<file path="src/rtl/archie_mem_pkg.sv">
// Shared types for the Archimedes memory path.
//   arb_state_t : grant state of loader_ram_arb
//   CTI_*       : wishbone cycle-type identifiers used by the core master
//   ldr_req_t   : one buffered loader write (24-bit byte address, data, byte enables)
package archie_mem_pkg;

  typedef enum logic [1:0] {
    IDLE = 2'd0,
    LDR  = 2'd1,
    CORE = 2'd2
  } arb_state_t;

  localparam logic [2:0] CTI_CLASSIC = 3'b000;
  localparam logic [2:0] CTI_INCR    = 3'b010;
  localparam logic [2:0] CTI_EOB     = 3'b111;

  // Loader addresses only ever reach 16 MB, so 24 bits are kept per entry
  // and zero-extended to the RAM address width at the output mux.
  typedef struct packed {
    logic [23:0] adr;
    logic [31:0] dat;
    logic [3:0]  sel;
  } ldr_req_t;

endpackage

</file>
<file path="src/rtl/ldr_fifo.sv">
// First-word-fall-through FIFO for loader writes.
// Ports:
//   clk_sys, reset       : clock, async active-high reset (empties the FIFO)
//   push, push_data      : write request; accepted when not full, or when full
//                          and a pop happens in the same cycle
//   pop                  : remove head (ignored when empty)
//   head                 : current head entry (valid while !empty)
//   full, empty          : status
//   fill, fill_nxt       : current occupancy and occupancy after this cycle
module ldr_fifo
  import archie_mem_pkg::*;
#(
  parameter int DEPTH = 4
) (
  input  logic                     clk_sys,
  input  logic                     reset,
  input  logic                     push,
  input  ldr_req_t                 push_data,
  input  logic                     pop,
  output ldr_req_t                 head,
  output logic                     full,
  output logic                     empty,
  output logic [$clog2(DEPTH):0]   fill,
  output logic [$clog2(DEPTH):0]   fill_nxt
);

  localparam int PW = $clog2(DEPTH);

  ldr_req_t    mem [DEPTH];
  logic [PW:0] wr_ptr;
  logic [PW:0] rd_ptr;
  logic        push_ok;
  logic        pop_ok;

  // Pointers carry one extra wrap bit so full and empty are distinguishable.
  assign fill     = wr_ptr - rd_ptr;
  assign empty    = (wr_ptr == rd_ptr);
  assign full     = (fill == (PW+1)'(DEPTH));
  assign pop_ok   = pop & ~empty;
  assign push_ok  = push & (~full | pop_ok);
  assign fill_nxt = fill + (PW+1)'(push_ok) - (PW+1)'(pop_ok);
  assign head     = mem[rd_ptr[PW-1:0]];

  always_ff @(posedge clk_sys or posedge reset) begin
    if (reset) begin
      wr_ptr <= '0;
      rd_ptr <= '0;
    end else begin
      if (push_ok) wr_ptr <= wr_ptr + 1'b1;
      if (pop_ok)  rd_ptr <= rd_ptr + 1'b1;
    end
  end

  // Storage needs no reset: nothing is read until the write pointer moves.
  always_ff @(posedge clk_sys) begin
    if (push_ok) mem[wr_ptr[PW-1:0]] <= push_data;
  end

endmodule

</file>
<file path="src/rtl/loader_ram_arb.sv">
// Merges the HPS ioctl loader and the archimedes_top wishbone master onto the
// single sdram_top wishbone port. Loader writes are buffered in ldr_fifo and
// have priority whenever the arbiter is idle; core bursts are never broken.
// Ports:
//   clk_sys, reset                         : clock, async active-high reset
//   ioctl_wr/addr/dout/sel                 : loader write strobe and payload
//   ioctl_wait                             : back-pressure to hps_io
//   ldr_overflow                           : sticky, a loader write was dropped
//   core_stb/cyc/we/sel/cti/adr/dat        : core wishbone master
//   core_ack                               : ack for the core's own cycles only
//   ram_stb/cyc/we/sel/cti/adr/dat, ram_ack: wishbone port to sdram_top
//
// state | meaning
// IDLE  | no grant; ram strobes low; loader entry wins over a core request
// LDR   | write of the registered FIFO head; pop on ram_ack
// CORE  | core signals passed straight through until last beat acked or cyc drops
module loader_ram_arb
  import archie_mem_pkg::*;
#(
  parameter int DEPTH = 4,
  parameter int AW    = 26
) (
  input  logic          clk_sys,
  input  logic          reset,
  input  logic          ioctl_wr,
  input  logic [24:0]   ioctl_addr,
  input  logic [31:0]   ioctl_dout,
  input  logic [3:0]    ioctl_sel,
  output logic          ioctl_wait,
  output logic          ldr_overflow,
  input  logic          core_stb,
  input  logic          core_cyc,
  input  logic          core_we,
  input  logic [3:0]    core_sel,
  input  logic [2:0]    core_cti,
  input  logic [26:2]   core_adr,
  input  logic [31:0]   core_dat,
  output logic          core_ack,
  output logic          ram_stb,
  output logic          ram_cyc,
  output logic          ram_we,
  output logic [3:0]    ram_sel,
  output logic [2:0]    ram_cti,
  output logic [AW-1:0] ram_adr,
  output logic [31:0]   ram_dat,
  input  logic          ram_ack
);

  localparam int          PW      = $clog2(DEPTH);
  localparam logic [PW:0] FILL_HI = (PW+1)'(DEPTH - 1);

  arb_state_t  state;
  arb_state_t  state_nxt;
  ldr_req_t    ldr_in;
  ldr_req_t    ldr_head;
  ldr_req_t    ldr_q;
  logic        ldr_full;
  logic        ldr_empty;
  logic [PW:0] ldr_fill;
  logic [PW:0] ldr_fill_nxt;
  logic        ldr_load;
  logic        ldr_pop;
  logic        ldr_drop;
  logic        core_last;
  logic        unused_bits;

  assign ldr_in = {ioctl_addr[23:2], 2'b00, ioctl_dout, ioctl_sel};

  // Pop only happens in LDR, where the FIFO is known non-empty, so a full
  // FIFO with a pop frees exactly the slot the push needs.
  assign ldr_drop  = ioctl_wr & ldr_full & ~ldr_pop;
  assign core_last = (core_cti == CTI_CLASSIC) || (core_cti == CTI_EOB);

  assign unused_bits = ^{ioctl_addr[24], ioctl_addr[1:0], core_adr[26:24], ldr_fill};

  ldr_fifo #(.DEPTH(DEPTH)) u_fifo (
    .clk_sys   (clk_sys),
    .reset     (reset),
    .push      (ioctl_wr),
    .push_data (ldr_in),
    .pop       (ldr_pop),
    .head      (ldr_head),
    .full      (ldr_full),
    .empty     (ldr_empty),
    .fill      (ldr_fill),
    .fill_nxt  (ldr_fill_nxt)
  );

  always_ff @(posedge clk_sys or posedge reset) begin
    if (reset) begin
      state        <= IDLE;
      ldr_q        <= '0;
      ioctl_wait   <= 1'b0;
      ldr_overflow <= 1'b0;
    end else begin
      state      <= state_nxt;
      ioctl_wait <= (ldr_fill_nxt >= FILL_HI);
      if (ldr_load) ldr_q <= ldr_head;
      if (ldr_drop) ldr_overflow <= 1'b1;
    end
  end

  always_comb begin
    state_nxt = state;
    ldr_load  = 1'b0;
    ldr_pop   = 1'b0;
    ram_stb   = 1'b0;
    ram_cyc   = 1'b0;
    ram_we    = 1'b0;
    ram_sel   = '0;
    ram_cti   = CTI_CLASSIC;
    ram_adr   = '0;
    ram_dat   = '0;
    core_ack  = 1'b0;
    case (state)
      IDLE: begin
        // ram_ack is ignored here, so an ack left over from before a reset
        // can neither pop the FIFO nor reach the core.
        if (!ldr_empty) begin
          state_nxt = LDR;
          ldr_load  = 1'b1;
        end else if (core_stb && core_cyc) begin
          state_nxt = CORE;
        end
      end
      LDR: begin
        ram_stb = 1'b1;
        ram_cyc = 1'b1;
        ram_we  = 1'b1;
        ram_sel = ldr_q.sel;
        ram_adr = AW'(ldr_q.adr);
        ram_dat = ldr_q.dat;
        if (ram_ack) begin
          ldr_pop   = 1'b1;
          state_nxt = IDLE;
        end
      end
      CORE: begin
        ram_stb  = core_stb;
        ram_cyc  = core_cyc;
        ram_we   = core_we;
        ram_sel  = core_sel;
        ram_cti  = core_cti;
        ram_adr  = AW'({core_adr[23:2], 2'b00});
        ram_dat  = core_dat;
        core_ack = ram_ack;
        if (!core_cyc || (ram_ack && core_last)) state_nxt = IDLE;
      end
      default: state_nxt = IDLE;
    endcase
  end

endmodule

</file>
<file path="config.mk">
export PLATFORM = sky130hd
export DESIGN_NAME = loader_ram_arb
export DESIGN_NICKNAME = d
export VERILOG_FILES = /design/src/rtl/archie_mem_pkg.sv /design/src/rtl/ldr_fifo.sv /design/src/rtl/loader_ram_arb.sv
export SDC_FILE = /design/constraint.sdc
export NUM_CORES = 1
export LEC_CHECK = 0
export ABC_CLOCK_PERIOD_IN_PS = 8200
export CAP_MARGIN = 20
export CORE_ASPECT_RATIO = 2
export CORE_MARGIN = 3
export CORE_UTILIZATION = 35
export DETAILED_ROUTE_END_ITERATION = 10
export PLACE_DENSITY = 0.6
export SYNTH_ARGS = -nofsm -noshare
export SYNTH_HDL_FRONTEND = slang
export SYNTH_HIERARCHICAL = 1
export SYNTH_SLANG_ARGS = --single-unit
</file>
<file path="constraint.sdc">
create_clock -name clk_sys -period 8.2 [get_ports clk_sys]
set_input_delay 0.82 -clock clk_sys [delete_from_list [all_inputs] [get_ports clk_sys]]
set_output_delay 0.82 -clock clk_sys [all_outputs]
set_load 0.01 [all_outputs]
</file>
==> metrics.cfg <==
[grt]
track_usage_pct = 14.2
grt_pass1_wl_um = 41800
grt_max_degree = 63
grt_remaining_overflow = 0
first_global_vias = 7006
antenna_found_initial = 3

[cts]
cts_root_buf = clkbuf_16
numCtsBuffers = 29
clockBufferDepth = 3
holdBufCountCts = 0
h-tree-depth = 1
cts_resized = 0
insertion_delay_ns = 0.54
post-cts-setup-buffers = 0
cts_tree = built
cts.sinks = 310
clkSlewWorstSetupHoldPaths_ns = 0.07

[routing]
drc_errors = 0
wl_per_cell_um = 21.5
via_per_inst = 4.85
drt_iter0_markers = 312
wl_um = 27600
drtPass1Iterations = 4
detail-route-antenna-nets = 0
via_count = 6217

[timing]
fin_crit_ns = 3.99
fin_setup_tns_ns = 0
finalHoldViolations = 0
rsz0062_at_grt = false
fmax_mhz = 250
slew_violations = 0
fin_crit_sh_pct = 48.7
fin_worst_skew_ns = 0.0119
whs_ns = 0.497
setup_viol = 0
tightest_slew_ns = 1.04
maxSlewHeadroom_pct = 30.6

[job]
drv_cap = 0

[setup_path]
cpMaxStageDelayCell = and2_2
r2r_setup_slack_ns = 4.64
cp-end-kind = output port
arrival_ns = 3.17
critical_path_required_ns = 7.38
worstPathMaxFanout = 35
crit_chain = inv_1, ha_1, and2_2, buf_4, a22o_1, clkdlybuf4s50_1
critPathMaxStageDelay_ns = 0.59
criticalPathCategory = reg -> out
cp-start-kind = flip-flop

[yosys]
yosysWarningCount = 6
synth.avg_cell_area_um2 = 21.0
synthCells = 604
syn_area_mm2 = 0.0127

[pwr]
vdd_ir_drop_max_mv = 0.217
power_mw = 6.27
p_leak_nw = 5.67
p_per_area_mw_per_mm2 = 394

[floorplan]
dieWidth_um = 141
rows = 98
core_mm2 = 0.0358
dieArea_mm2 = 0.0387
initial_core_util_pct = 35.5
pin_count = 203
die_h_um = 275

[final_layout]
stdcell_area_mm2 = 0.0159
drive_above_1_share_pct = 23.0
nNetsFinal = 953
syn_to_final_growth_pct = 25.4

[hold_path]
hold_path_class = reg -> reg

[status]
outcome = finished, final reports clean

[placed_design]
gp_congestion = 0.687
placed_area_mm2 = 0.0150
place_hpwl_um = 16300
portBuffers = 194

## layout make-up
class / count / area (um^2)
inverter: 11 / 43.8
fill: 3148 / 19900
clock inverter: 16 / 136
clock buffer: 37 / 796
timing repair buffer: 201 / 1990
antenna: 1 / 2.50
tap: 450 / 563
sequential: 310 / 8970
multi-input combinational: 255 / 3420
## registers in the layout, summed over array words and instances, names as in the netlist
register,flops
ldr_q,60
ioctl_wait,1
u_fifo/rd_ptr,3
u_fifo/mem,240
ldr_overflow,1
state,2
u_fifo/wr_ptr,3
## metrics by stage
step | util (%) | setup slack [ns] | cells
final | 44.5 | 4.21 | 1281
after floorplan | - | 4.61 | 613
after global routing | 44.5 | 3.92 | 1281
after global placement | 41.9 | 4.52 | 1227
after detailed placement | 41.9 | 4.49 | 1227
after CTS | 44.5 | 4.11 | 1280
## layout by cell type (no fill, tap or decap), types with 5 or more instances in the layout
| master | n |
|---|---|
| a22o_1 | 58 |
| clkbuf_16 | 29 |
| clkdlybuf4s50_1 | 194 |
| and2_1 | 5 |
| conb_1 | 10 |
| nand2_1 | 9 |
| dfrtp_1 | 68 |
| mux4_2 | 60 |
| xnor2_1 | 7 |
| edfxtp_1 | 240 |
| inv_1 | 9 |
| buf_4 | 7 |
| mux2_4 | 60 |
| ha_1 | 11 |
| clkinv_2 | 8 |
## power breakdown
part | internal, mW | switching, mW | leakage [nW]
Combinational | 1.40 | 1.07 | 2.20
Sequential | 2.23 | 0.245 | 3.02
Clock | 0.747 | 0.568 | 0.453
## critical path, delay by kind of cell, from the launching register on
family                     cells  cell delay [ns]
adders and majority gates      1             0.28
and+or+nand+nor                1             0.59
AOI/OAI and AO/OA              1             0.21
DFF                            1             0.39
buffers and inverters          3             1.12
## routing by layer
layer	wire, um	global-route usage [%]	vias to the layer above
li1	-	-	2841
met3	1100	2.31	36
met4	644	4.49	2
met1	10400	16.1	3202
met5	12	0	-
met2	15400	27.0	136
## path summary, 6_finish.rpt
| kind | from | endpoint | cells past startpoint |
|---|---|---|---|
| worst max-delay path | state[0]$_DFFE_PP0P_ | ram_adr[17] | 6 |
| worst min-delay path | ldr_overflow$_DFFE_PP0P_ | ldr_overflow$_DFFE_PP0P_ | 1 |
| worst max register to register | u_fifo/rd_ptr[0]$_DFFE_PP0N_ | ldr_q[42]$_DFFE_PP0P_ | 5 |
| worst min register to register | ldr_overflow$_DFFE_PP0P_ | ldr_overflow$_DFFE_PP0P_ | 1 |
| max in group asynchronous | reset | ldr_q[32]$_DFFE_PP0P_ | 3 |
| min in group asynchronous | reset | u_fifo/wr_ptr[0]$_DFFE_PP0P_ | 2 |
Note: power is estimated with default switching activity, not from simulation.
